===== src/rtl/fft_butterfly6_pkg.sv =====
// fft_butterfly6_pkg: shared widths, limits and complex-pair type for the stage-6 butterfly
package fft_butterfly6_pkg;
  localparam int DATA_W_DEF = 16;
  localparam int W_W_DEF = 16;
  localparam int W_FRAC_DEF = 14;
  localparam int W_ONE = 1 << W_FRAC_DEF;
  localparam int DATA_MAX = (1 << (DATA_W_DEF - 1)) - 1;
  localparam int DATA_MIN = -(1 << (DATA_W_DEF - 1));
  typedef struct packed {
    logic signed [DATA_W_DEF-1:0] re;
    logic signed [DATA_W_DEF-1:0] im;
  } cplx_t;
endpackage


===== src/rtl/fft_butterfly6_cmplx_mult_pipe.sv =====
// cmplx_mult_pipe: two-stage registered complex multiply b*W with round-half-up to DATA_W+2 bits
module cmplx_mult_pipe
  import fft_butterfly6_pkg::*;
#(
  parameter int DATA_W = DATA_W_DEF,
  parameter int W_W = W_W_DEF,
  parameter int W_FRAC = W_FRAC_DEF
) (
  input  logic              clk,
  input  logic              rst,
  input  logic              in_valid,
  input  logic [DATA_W-1:0] a_real,
  input  logic [DATA_W-1:0] a_imag,
  input  logic [DATA_W-1:0] b_real,
  input  logic [DATA_W-1:0] b_imag,
  input  logic [W_W-1:0]    w_real,
  input  logic [W_W-1:0]    w_imag,
  output logic              valid,
  output logic [DATA_W-1:0] s2_a_real,
  output logic [DATA_W-1:0] s2_a_imag,
  output logic [DATA_W+1:0] p_real,
  output logic [DATA_W+1:0] p_imag
);
  localparam int PW = DATA_W + W_W;
  localparam int SW = PW + 1;
  localparam logic signed [SW-1:0] HALF = SW'(1) <<< (W_FRAC - 1);
  logic v1;
  logic signed [DATA_W-1:0] a1_r, a1_i, b1_r, b1_i;
  logic signed [W_W-1:0] w1_r, w1_i;
  logic signed [PW-1:0] rr, ii, ri, ir;
  logic signed [SW-1:0] pr, pi;
  always_ff @(posedge clk or posedge rst) begin
    if (rst) begin
      v1 <= 1'b0;
      valid <= 1'b0;
      {a1_r, a1_i, b1_r, b1_i, w1_r, w1_i} <= '0;
      {s2_a_real, s2_a_imag, rr, ii, ri, ir} <= '0;
    end else begin
      v1 <= in_valid;
      valid <= v1;
      if (in_valid) begin
        a1_r <= a_real;
        a1_i <= a_imag;
        b1_r <= b_real;
        b1_i <= b_imag;
        w1_r <= w_real;
        w1_i <= w_imag;
      end
      if (v1) begin
        s2_a_real <= a1_r;
        s2_a_imag <= a1_i;
        rr <= PW'(b1_r) * PW'(w1_r);
        ii <= PW'(b1_i) * PW'(w1_i);
        ri <= PW'(b1_r) * PW'(w1_i);
        ir <= PW'(b1_i) * PW'(w1_r);
      end
    end
  end
  assign pr = SW'(rr) - SW'(ii) + HALF;
  assign pi = SW'(ri) + SW'(ir) + HALF;
  // arithmetic shift floors, so the pre-added half gives round-half-up
  assign p_real = (DATA_W + 2)'(pr >>> W_FRAC);
  assign p_imag = (DATA_W + 2)'(pi >>> W_FRAC);
endmodule


===== src/rtl/fft_butterfly6.sv =====
// fft_butterfly6: radix-2 DIT butterfly X0=a+Wb, X1=a-Wb with scaling, saturation and sticky overflow
module fft_butterfly6
  import fft_butterfly6_pkg::*;
#(
  parameter int DATA_W = DATA_W_DEF,
  parameter int W_W = W_W_DEF,
  parameter int W_FRAC = W_FRAC_DEF,
  parameter int SCALE = 0
) (
  input  logic              clk,
  input  logic              rst,
  input  logic              in_valid,
  input  logic [DATA_W-1:0] a_real,
  input  logic [DATA_W-1:0] a_imag,
  input  logic [DATA_W-1:0] b_real,
  input  logic [DATA_W-1:0] b_imag,
  input  logic [W_W-1:0]    W_real,
  input  logic [W_W-1:0]    W_imag,
  input  logic              ovf_clr,
  output logic              out_valid,
  output logic [DATA_W-1:0] x0_real,
  output logic [DATA_W-1:0] x0_imag,
  output logic [DATA_W-1:0] x1_real,
  output logic [DATA_W-1:0] x1_imag,
  output logic              ovf
);
  localparam int AW = DATA_W + 3;
  localparam logic signed [AW-1:0] MAXV = AW'((2 ** (DATA_W - 1)) - 1);
  localparam logic signed [AW-1:0] MINV = AW'(-(2 ** (DATA_W - 1)));
  logic v2;
  logic signed [DATA_W-1:0] ar, ai;
  logic signed [DATA_W+1:0] pr, pi;
  logic [DATA_W-1:0] c [4];
  logic [3:0] sat;
  cmplx_mult_pipe #(
    .DATA_W(DATA_W),
    .W_W(W_W),
    .W_FRAC(W_FRAC)
  ) u_mult (
    .clk(clk),
    .rst(rst),
    .in_valid(in_valid),
    .a_real(a_real),
    .a_imag(a_imag),
    .b_real(b_real),
    .b_imag(b_imag),
    .w_real(W_real),
    .w_imag(W_imag),
    .valid(v2),
    .s2_a_real(ar),
    .s2_a_imag(ai),
    .p_real(pr),
    .p_imag(pi)
  );
  // lanes 0/1 are x0 real/imag, lanes 2/3 are x1 real/imag
  for (genvar i = 0; i < 4; i++) begin : g_lane
    logic signed [AW-1:0] a_ext, p_ext, sum, scl;
    assign a_ext = AW'(i % 2 == 0 ? ar : ai);
    assign p_ext = AW'(i % 2 == 0 ? pr : pi);
    assign sum = i < 2 ? a_ext + p_ext : a_ext - p_ext;
    assign scl = SCALE != 0 ? (sum + AW'(1)) >>> 1 : sum;
    assign sat[i] = scl > MAXV || scl < MINV;
    assign c[i] = scl > MAXV ? MAXV[DATA_W-1:0] : scl < MINV ? MINV[DATA_W-1:0] : scl[DATA_W-1:0];
  end
  always_ff @(posedge clk or posedge rst) begin
    if (rst) begin
      out_valid <= 1'b0;
      {x0_real, x0_imag, x1_real, x1_imag} <= '0;
      ovf <= 1'b0;
    end else begin
      out_valid <= v2;
      if (v2) begin
        x0_real <= c[0];
        x0_imag <= c[1];
        x1_real <= c[2];
        x1_imag <= c[3];
      end
      if (ovf_clr) ovf <= 1'b0;
      if (v2 && |sat) ovf <= 1'b1;
    end
  end
endmodule


===== config.mk =====
export PLATFORM = sky130hd
export DESIGN_NAME = fft_butterfly6
export DESIGN_NICKNAME = d
export VERILOG_FILES = /design/src/rtl/fft_butterfly6_pkg.sv /design/src/rtl/fft_butterfly6_cmplx_mult_pipe.sv /design/src/rtl/fft_butterfly6.sv
export SDC_FILE = /design/constraint.sdc
export NUM_CORES = 2
export LEC_CHECK = 0
export CAP_MARGIN = 30
export CORE_UTILIZATION = 45
export CTS_BUF_LIST = sky130_fd_sc_hd__clkbuf_4 sky130_fd_sc_hd__clkbuf_8
export CTS_CLUSTER_DIAMETER = 60
export DETAILED_ROUTE_END_ITERATION = 16
export HOLD_SLACK_MARGIN = 0.15
export MAX_ROUTING_LAYER = met4
export PLACE_DENSITY = 0.61
export SLEW_MARGIN = 15
export SYNTH_ARGS = -nofsm -noshare
export SYNTH_HDL_FRONTEND = slang
export SYNTH_SLANG_ARGS = --single-unit

===== constraint.sdc =====
create_clock -name clk -period 37.5 [get_ports clk]
set_input_delay 9.375 -clock clk [delete_from_list [all_inputs] [get_ports clk]]
set_output_delay 9.375 -clock clk [all_outputs]
set_load 0.02 [all_outputs]

==> flow_summary.json <==
{
  "ys_seq_area_share_pct": 14.1,
  "cts_tree": "done",
  "worst_pin_slew_ns": 1.03,
  "synth-warning-count": 0,
  "relSlewSlack_pct": 31.1,
  "drcViolationCount": 0,
  "portBuffers": 165,
  "rsz0062_at_grt": "false",
  "synth_edf_count": 0,
  "synth_top_flop_cell": "dfrtp_1",
  "crit_chain": "clkdlybuf4s50_1",
  "ys_async_sr_fraction_pct": 100,
  "fin_crit_sh_pct": 29.7,
  "yosysUniqueCellTypes": 81,
  "cp_num_buf_inv": 1,
  "yosysTopAreaCell": "fa_1",
  "slowest_delay_ns": 0.64,
  "min_path_cells": 1,
  "crit_type": "register to output port",
  "synth_top_family_by_area": "adder cells",
  "num-nets-final": 7754,
  "synth_common_cells": "1250 x inv_1, 1052 x fa_1, 673 x nand2_1",
  "synth_fa_ha_area_share_pct": 48.3,
  "fmax_mhz": 89.7,
  "grt_max_degree": 153,
  "die_h_um": 359,
  "synth.area.top_cells": "fa_1 37%, dfrtp_1 14%, ha_1 12%",
  "finalSetupViolCount": 0,
  "layout-drive-gt1-share_pct": 7.44,
  "drtIter0Drc": 2199,
  "htreeDepth": 3,
  "hold_path_class": "register to register",
  "dpl.hpwl_um": 111000,
  "wl_per_cell_um": 18.3,
  "dp.cells": 7642,
  "ff2ff_path_depth": 24,
  "synth_xor_area_share_pct": 3.57,
  "multiInputGateArea_um2": 43600,
  "vias": 40634,
  "instances_no_fill": 7780,
  "synthMuxAreaShare_pct": 4.03,
  "die_area_um2": 129000,
  "viasPerCell": 5.22,
  "area_delta_synth_final_pct": 8.70,
  "ys_seq_elements": 324,
  "finalHoldViolations": 0,
  "cap_violations": 0,
  "clk_latency_ns": 0.79,
  "nFillCells": 11856,
  "first_pass_iters": 5,
  "initial_core_util_pct": 45.6,
  "grt_pass1_wl_um": 237000,
  "grt_usage_pct": 23.9,
  "synthesis.nets": 7711,
  "finalCriticalPeriod_ns": 11.14,
  "place_congestion": 0.930,
  "synth-simple-area-share_pct": 12.4,
  "antenna_found_initial": 3,
  "ant_nets": 0,
  "drt-total-wl_um": 143000,
  "cp-start-kind": "register",
  "skew_ns": 0.0527,
  "grt_pass1_vias": 43159,
  "clock-root-buffer": "clkbuf_8",
  "grt_remaining_overflow": 0,
  "core.rowCount": 130,
  "status": "finished clean",
  "cts.clk_slew.worst_paths_ns": 0.06,
  "die_x_um": 359,
  "syn_area_per_cell_um2": 9.53,
  "cts_hold_buf": 0,
  "netlist.area_leader.share_pct": 36.7,
  "post_cts_resized": 0,
  "crit_cells": 1,
  "worstPathArrival_ns": 1.77,
  "numClockSinks": 324,
  "register_area_um2": 8140,
  "core_um2": 126000,
  "syn-cell-area_um2": 57400,
  "netlist_instances": 6027,
  "postCtsSetupRepairBufs": 0,
  "cp_max_fo": 2,
  "synth-compound-area-share_pct": 7.70,
  "cts_max_path_buffers": 3,
  "crit_path_end_kind": "output port",
  "cts_buffers": 74,
  "crit_slowest_cell": "clkdlybuf4s50_1",
  "critical-path-top-delay-family": "buffers and inverters",
  "cp.required_ns": 28.12,
  "synthMostInstantiatedCell": "inv_1",
  "pin_count": 166,
  "tns_ns": 0,
  "drv_slew": 0
}
## layer usage
metal	GRT usage [%]	vias to the layer above	routed length, µm	share of wire [%]
met5	-	-	0	0
met4	5.02	0	2880	2.0
met3	3.27	149	6590	4.6
met2	36.8	913	65100	46
met1	33.5	20967	68200	48
li1	-	18605	-	-
## final cells by class
cell class | count | share of cell area, %
multi-input combinational | 4187 | 69.8
sequential | 324 | 13.0
inverter | 1250 | 7.53
timing repair buffer | 233 | 3.49
tap | 1650 | 3.31
clock buffer | 101 | 2.04
clock inverter | 32 | 0.747
antenna | 3 | 0.0120
## path summary, 6_finish.rpt
check / start / end / slack [ns]
worst min register to register: u_mult.ri[27] / u_mult.ri[27] / 0.49
max in group asynchronous: rst / u_mult.s2_a_imag[7] / 26.46
worst min-delay path: u_mult.ri[27] / u_mult.ri[27] / 0.49
worst max-delay path: x0_imag[14] / x0_imag[14] / 26.36
min in group asynchronous: rst / x0_real[4] / 9.15
worst max register to register: u_mult.b1_i[4] / u_mult.ir[30] / 29.99
## state kept, by name, summed over array words and instances (netlist names), 32 cells and up
signal / cells
u_mult.ii: 32
u_mult.ir: 32
u_mult.ri: 32
u_mult.rr: 32
## logic make-up (layout without fill, tap and decap cells)
kind of cell | Yosys count | in the layout
adder cells (fa/ha/maj) | 1584 | 1584
buffers and inverters | 1516 | 1616
AND/OR/NAND/NOR | 1485 | 1485
AO/OA/AOI/OAI | 678 | 678
flip-flops | 324 | 324
XOR/XNOR | 234 | 234
multiplexers | 206 | 206
other | 0 | 3
## metrics by stage
stage	hold WS, ns	setup slack [ns]	util [%]	cell area [µm²]
2_1_floorplan	0.389	19.16	-	57400
3_3_place_gp	0.475	25.52	48.1	60700
3_5_place_dp	0.478	25.50	48.1	60700
4_1_cts	0.489	26.28	49.5	62400
5_1_grt	0.509	26.10	49.5	62400
6_report	0.490	26.36	49.5	62400
## placed cells by master (no fill, tap or decap), types with 26 or more instances in the layout
master / synthesis / final
a21o_1: 95 / 95
a21oi_1: 226 / 226
a31oi_1: 26 / 26
and2_1: 396 / 396
buf_4: 1 / 66
clkbuf_8: 0 / 82
clkdlybuf4s50_1: 0 / 164
dfrtp_1: 324 / 306
fa_1: 1052 / 1052
ha_1: 532 / 532
inv_1: 1250 / 1249
mux2_2: 201 / 201
nand2_1: 673 / 673
nand2b_1: 83 / 83
nand3_1: 36 / 36
nor2_1: 182 / 182
nor3_1: 28 / 28
o21ai_0: 118 / 118
o21bai_1: 30 / 30
xnor2_1: 178 / 178
xor2_1: 56 / 56
Power is left out: the tool's default activity adds up to more than one toggle a clock period on the data nets, which glitch-free logic cannot reach.
